**config.mk**
```make
export PLATFORM = sky130hd
export DESIGN_NAME = kalman_step_seq
export DESIGN_NICKNAME = d
export VERILOG_FILES = /design/src/rtl/kalman_step_seq.sv
export SDC_FILE = /design/constraint.sdc
export NUM_CORES = 1
export LEC_CHECK = 0
export ABC_AREA = 1
export CORE_ASPECT_RATIO = 0.9
export CORE_MARGIN = 2
export CORE_UTILIZATION = 35
export CTS_BUF_LIST = sky130_fd_sc_hd__clkbuf_2
export CTS_CLUSTER_DIAMETER = 120
export DETAILED_ROUTE_END_ITERATION = 12
export PLACE_DENSITY_LB_ADDON = 0.3
export RECOVER_POWER = 50
export REMOVE_ABC_BUFFERS = 1
export SETUP_SLACK_MARGIN = 0.3
export SYNTH_ARGS = -nofsm -noshare
export SYNTH_HDL_FRONTEND = slang
export SYNTH_SLANG_ARGS = --single-unit
```
**constraint.sdc**
```tcl
create_clock -name clk -period 9.95 [get_ports clk]
set_input_delay 1.99 -clock clk [delete_from_list [all_inputs] [get_ports clk]]
set_output_delay 1.99 -clock clk [all_outputs]
set_load 0.01 [all_outputs]
```
**src/rtl/kalman_step_seq.sv**
```systemverilog
// Sequencer for the six-step Kalman update: captures a sensor sample set,
// walks the per-step ALUs through start/done handshakes and commits the result.
module kalman_step_seq #(
    parameter int NUM_STEPS = 6,
    parameter int TIMEOUT   = 64
) (
    input  logic                 clk,
    input  logic                 n_rst,
    input  logic                 tick,
    input  logic                 gyro_valid,
    input  logic [15:0]          gyro_rate,
    input  logic                 accel_valid,
    input  logic [15:0]          accel_angle,
    output logic [NUM_STEPS-1:0] step_start,
    input  logic [NUM_STEPS-1:0] step_done,
    input  logic [15:0]          res_angle,
    input  logic [15:0]          res_bias,
    output logic [15:0]          alu_angle_in,
    output logic [15:0]          alu_bias_in,
    output logic [15:0]          alu_rate_in,
    output logic [15:0]          alu_meas_in,
    output logic [7:0]           alu_dt_in,
    output logic [15:0]          angle_out,
    output logic [15:0]          bias_out,
    output logic                 out_valid,
    output logic                 busy,
    output logic                 overrun,
    output logic                 err
);

    localparam int K_W = $clog2(NUM_STEPS);
    localparam int W_W = $clog2(TIMEOUT);
    localparam logic [K_W-1:0] MEAS_K    = K_W'(3);
    localparam logic [K_W-1:0] LAST_K    = K_W'(NUM_STEPS - 1);
    localparam logic [K_W-1:0] K_ONE     = K_W'(1);
    localparam logic [W_W-1:0] WAIT_LAST = W_W'(TIMEOUT - 1);
    localparam logic [W_W-1:0] W_ONE     = W_W'(1);

    typedef enum logic [1:0] {IDLE, ISSUE, WAIT} state_t;

    state_t         state;
    logic [K_W-1:0] k;
    logic [W_W-1:0] wait_cnt;
    logic [7:0]     dt_cnt;
    logic [7:0]     dt_cap;
    logic [15:0]    acc_reg;
    logic [15:0]    acc_cap;
    logic           acc_fresh;
    logic           meas_en;
    logic [15:0]    rate_cap;
    logic [15:0]    work_angle;
    logic [15:0]    work_bias;
    logic           capture;
    logic [K_W-1:0] next_k;

    assign capture = gyro_valid && (state == IDLE);
    assign next_k  = k + K_ONE;

    // The measurement step is skipped when no fresh accel sample was captured.
    function automatic logic [NUM_STEPS-1:0] start_vec(input logic [K_W-1:0] idx,
                                                       input logic meas);
        logic [NUM_STEPS-1:0] v;
        v = '0;
        if (idx != MEAS_K || meas) v[idx] = 1'b1;
        return v;
    endfunction

    // NOTE: sequential state uses non-blocking assignments so every register samples pre-edge values.
    always_ff @(posedge clk or posedge n_rst) begin
        if (n_rst) begin
            dt_cnt    <= '0;
            dt_cap    <= '0;
            acc_reg   <= '0;
            acc_cap   <= '0;
            acc_fresh <= 1'b0;
            meas_en   <= 1'b0;
            rate_cap  <= '0;
        end else begin
            if (capture) begin
                dt_cap    <= dt_cnt;
                dt_cnt    <= tick ? 8'd1 : 8'd0;
                rate_cap  <= gyro_rate;
                acc_cap   <= accel_valid ? accel_angle : acc_reg;
                meas_en   <= accel_valid | acc_fresh;
                acc_fresh <= 1'b0;
            end else begin
                if (tick && dt_cnt != 8'hFF) dt_cnt <= dt_cnt + 8'd1;
                if (accel_valid) acc_fresh <= 1'b1;
            end
            if (accel_valid) acc_reg <= accel_angle;
        end
    end

    always_ff @(posedge clk or posedge n_rst) begin
        if (n_rst) begin
            state      <= IDLE;
            k          <= '0;
            wait_cnt   <= '0;
            work_angle <= '0;
            work_bias  <= '0;
            angle_out  <= '0;
            bias_out   <= '0;
            step_start <= '0;
            out_valid  <= 1'b0;
            overrun    <= 1'b0;
            err        <= 1'b0;
        end else begin
            step_start <= '0;
            out_valid  <= 1'b0;
            err        <= 1'b0;
            overrun    <= gyro_valid && (state != IDLE);

            // step_start is registered alongside the ISSUE transition so it is high exactly in ISSUE.
            case (state)
                IDLE: begin
                    if (gyro_valid) begin
                        work_angle <= angle_out;
                        work_bias  <= bias_out;
                        k          <= '0;
                        step_start <= start_vec('0, 1'b1);
                        state      <= ISSUE;
                    end
                end
                ISSUE: begin
                    if (k == MEAS_K && !meas_en) begin
                        k          <= next_k;
                        step_start <= start_vec(next_k, meas_en);
                    end else begin
                        wait_cnt <= '0;
                        state    <= WAIT;
                    end
                end
                WAIT: begin
                    if (step_done[k]) begin
                        work_angle <= res_angle;
                        work_bias  <= res_bias;
                        if (k == LAST_K) begin
                            angle_out <= res_angle;
                            bias_out  <= res_bias;
                            out_valid <= 1'b1;
                            state     <= IDLE;
                        end else begin
                            k          <= next_k;
                            step_start <= start_vec(next_k, meas_en);
                            state      <= ISSUE;
                        end
                    end else if (wait_cnt == WAIT_LAST) begin
                        err   <= 1'b1;
                        state <= IDLE;
                    end else begin
                        wait_cnt <= wait_cnt + W_ONE;
                    end
                end
                default: state <= IDLE;
            endcase
        end
    end

    assign busy         = (state != IDLE);
    assign alu_angle_in = work_angle;
    assign alu_bias_in  = work_bias;
    assign alu_rate_in  = rate_cap;
    assign alu_meas_in  = acc_cap;
    assign alu_dt_in    = dt_cap;

endmodule

```
== Yosys cells after proc, flatten, opt, wreduce, memory -nomap -nowiden ==
Cells that the tools add are included.

* $add $sub $neg: 3
* $lt $le $gt $ge: 3
* Equality and inequality tests: 15
* Mux-type cells: 43
* Bitwise logic cells: 1
* Reduce and logical (&&, ||, !) cells: 19

{| class="wikitable"
|+ Operators by type and width
! kind !! count
|-
| $mux 16 || 5
|-
| $pmux 16 s2 || 2
|-
| $mux 6 || 7
|-
| $pmux 6 s3 || 1
|-
| $mux 8 || 2
|-
| $ne 2x2->1 const B || 7
|-
| $mux 1 || 13
|-
| $mux 3 || 4
|-
| $pmux 6 s2 || 1
|-
| $reduce_bool 2->1 || 5
|-
| $pmux 3 s3 || 1
|-
| $reduce_and 3->1 || 3
|-
| $add 8x1->8 const B || 1
|-
| $lt 3x4->1 const B || 2
|-
| $mux 2 || 4
|-
| $ne 8x8->1 const B || 1
|-
| $add 6x1->6 const B || 1
|-
| $eq 6x6->1 const B || 1
|-
| $pmux 2 s3 || 1
|-
| $logic_and 1x1->1 || 5
|-
| $reduce_and 5->1 || 1
|-
| $reduce_and 4->1 || 1
|-
| $add 3x1->3 const B || 1
|-
| $bmux 1 s3 || 1
|-
| other kinds (13) || 13
|}

* Register bits: 150
* Input port bits: 75
* Output and inout port bits: 114
* Logic and storage cells: 102

== Depth between registers and ports, before layout ==
* Depth after elaboration: 9
* Gate-level depth with buffers: 10
* Mapped depth without buffers: 10

== Worst setup path before layout ==
Ideal clock, no wire load.

* Path type: in2reg
* From: in step_done[3]
* To: reg work_angle[12], in the netlist alu_angle_in[12]
* Library setup time: 117 ps
* Data arrival time: 2724 ps
* Data required time: 9833 ps
* Path slack: 7109 ps
* Cell stages on the path: 10
* Path buffers: 2
* Path through: inv_1 nand2_1 nand3_2 nand2_2 nand2_2 nand3_2 buf_6 buf_12 nand4_1 nand2_1

* Word-level cells in the longest chain between the ends: 4

{| class="wikitable"
|+ Ends and longest elaborated chain
! element !! RTL line !! text
|-
| start: declaration || 15 || <nowiki>input logic [NUM_STEPS-1:0] step_done,</nowiki>
|-
| $bmux 1 s3 || 134 || <nowiki>if (step_done[k]) begin</nowiki>
|-
| $mux 1 (not written as such) || 134 ||
|-
| $ne 2x2->1 (no line) || n/a ||
|-
| $reduce_and 3->1 (no line) || n/a ||
|-
| end signal: assignment || 117 || <nowiki>work_angle <= angle_out;</nowiki>
|-
| end signal: assignment || 135 || <nowiki>work_angle <= res_angle;</nowiki>
|-
| end: declaration || 51 || <nowiki>logic [15:0] work_angle;</nowiki>
|}

Every way passes these cells. The select of a mux whose other input is x is not followed.
A chain may end at the register's enable or synchronous reset.

==> results.ini <==
[power]
power.switching_w=0.000930
peakVddDrop_v=0.000120
comb_power_share=0.445
power_w=0.00231
pwr-share-seq=0.399
leakage_nw=4.25
p_int_w=0.00138
switching_share=0.402
p_per_area_mw_per_mm2=261
p_clk_frac=0.156

[die]
initial_core_util=0.354
coreArea_sq_mm=0.0190
dieArea_sq_mm=0.0203
row_count=48
die_h_um=135
ios=189
fp.dieW_um=150

[synthesis]
avgSynthCellArea_sq_um=8.57
netlist_area_sq_mm=0.00671
synthDistinctLibCells=27
yosys_warnings=0
synth_seq_cells=150
synthCells=783
synth_seq_area_share=0.559

[place]
place_congestion=0.819
placed_cells=1183
dp_hpwl_um=11000
place_area_sq_mm=0.00864
port_buffers=188

[timing]
clock_skew_ns=0.0309
rsz0062_at_grt=false
hold_violations=0
setup_viol=0
finalMaxSlewViolations=309
slew_headroom=-1.18
post-route-period-util=0.477
tns_ns=0
worst_slew_pin_slew_ns=3.25
fin_crit_ns=4.75
fmax_mhz=210

[route]
avgViaCountPerCell=4.67
vias=5671
drt_iter0_markers=294
drcViolationCount=0
dr.pass1.iters=5
avgRoutedWirePerCell_um=13.5
ant_nets=0
wl_um=16400

[min_path]
hp-class=reg -> reg
min_from=acc_reg[7]$_DFF_PP0_

[clocking]
clock_latency_ns=0.70
ctsResizeCount=0
cts-htree-levels=4
cts.hold.buffers_added=0
clkTransAtPathRegs_ns=0.22
cts_buffers=17
clock_sinks=150
clock_path_buffers=2
clockRootBuffer=clkbuf_2
cts_setup_buffers=0
cts_tree=done

[worst_setup_path]
timing.critical_path.from=n_rst
r2r-start=state[0]$_DFFE_PP0P_
worst-path-max-fanout=76
cp_data_required_time_ns=10.65
crit_path_start_kind=input port
cp-end-kind=async pin
arrival_ns=5.45
crit_type=in -> async

[layout]
area_growth_pct=32.2
insertedDiodeCount=0
nNetsFinal=1037
drive_above_1_share=0.0487
design_area_sq_mm=0.00887
stdcell_count=1215

[grt]
grt_usage=0.167
grt_pass1_wl_um=27100
antenna_found_initial=0
grt-ovfl-total=0
grt_pass1_vias=5403
grt_max_degree=77

[run_status]
outcome=complete, but fails checks
violations=capacitance limit, slew limit

[job]
cap_viol_max_count=5

[through the flow]
step                worst slack, ns   util  hold WS [ns]
floorplan                      3.92      -         0.436
global placement               5.42  0.455         0.449
detailed placement             5.37  0.455         0.454
CTS                            5.71  0.469         0.502
global route                   4.61  0.468         0.525
finish                         5.20  0.468         0.496
[power groups by stage]
stage	sequential, W	combinational [W]	clock [W]
2_1_floorplan	0.000994	0.000440	0
3_3_place_gp	0.000931	0.00104	0
3_5_place_dp	0.000933	0.00105	0
4_1_cts	0.000923	0.00105	0.000379
5_1_grt	0.000950	0.00115	0.000407
6_report	0.000922	0.00103	0.000361
[cell usage after synthesis]
library cell | count | area (sq um)
nand2_1 | 286 | 1070
dfrtp_1 | 150 | 3750
inv_1 | 66 | 248
o21ai_0 | 53 | 265
nor2_1 | 42 | 158
nand4_1 | 37 | 231
o21ai_1 | 32 | 160
nand3_1 | 20 | 100
a31oi_1 | 16 | 100
clkbuf_1 | 14 | 52.6
buf_2 | 10 | 50.1
ha_1 | 10 | 125
buf_6 | 8 | 90.1
a21oi_1 | 7 | 35.0
inv_2 | 5 | 18.8
nand3_2 | 5 | 50.1
nand2_2 | 4 | 25.0
buf_12 | 3 | 60.1
clkbuf_4 | 3 | 22.5
nand3b_1 | 3 | 22.5
buf_4 | 2 | 15.0
or2_2 | 2 | 12.5
a211oi_1 | 1 | 7.51
nor3_1 | 1 | 5.00
nor3_4 | 1 | 16.3
o211ai_1 | 1 | 7.51
xor2_1 | 1 | 8.76
[cell families (layout without fill, tap and decap cells)]
kind of cell    count (synthesis)  after routing  share of synthesized area
compound gates                110            110                     0.0857
fa+ha+maj                      10             10                     0.0186
simple gates                  401            401                      0.252
xor+xnor                        1              1                    0.00130
buf+inv                       111            293                     0.0829
flops                         150            150                      0.559
[final timing paths]
path / end / slack, ns / depth (start not counted)
setup / recovery: alu_bias_in[0]$_DFFE_PP0P_ / 5.20 / 3
hold / removal: acc_reg[7]$_DFF_PP0_ / 0.50 / 2
setup reg to reg: alu_bias_in[0]$_DFFE_PP0P_ / 5.70 / 7
hold reg to reg: acc_reg[7]$_DFF_PP0_ / 0.50 / 2
max in group clk: alu_bias_in[0]$_DFFE_PP0P_ / 5.70 / 7
min in group asynchronous: alu_rate_in[9]$_DFFE_PP0P_ / 2.67 / 2
[final cells by class]
cell class | instances | area (sq um)
sequential | 150 | 3750
inverter | 71 | 268
fill | 1872 | 10100
clock buffer | 17 | 85.1
clock inverter | 15 | 169
timing repair buffer | 190 | 1890
multi-input combinational | 522 | 2390
tap | 250 | 313
[layer usage]
metal	wire [um]	global-route usage
met5	0	0
met1	7640	0.228
met3	1320	0.0640
met2	7290	0.257
met4	131	0.0330
[cells in the final DEF, fill, tap and decap left out, types with 3 or more instances in the layout]
master / count
nand3b_1: 3
a21oi_1: 7
clkinv_4: 3
ha_1: 10
nor2_1: 42
o21ai_0: 84
dfrtp_1: 150
nand2_2: 4
nand3_1: 20
clkbuf_2: 17
nand2_1: 286
a31oi_1: 16
clkdlybuf4s50_1: 185
dlygate4sd3_1: 3
inv_6: 4
nand3_2: 5
nand4_1: 37
inv_1: 68
[worst max-delay path, stage by stage]
cell           delay, ns
dlygate4sd3_1       0.55
clkinvlp_2          1.83
buf_4               1.01
No activity file was read; power rests on OpenSTA's default activity.
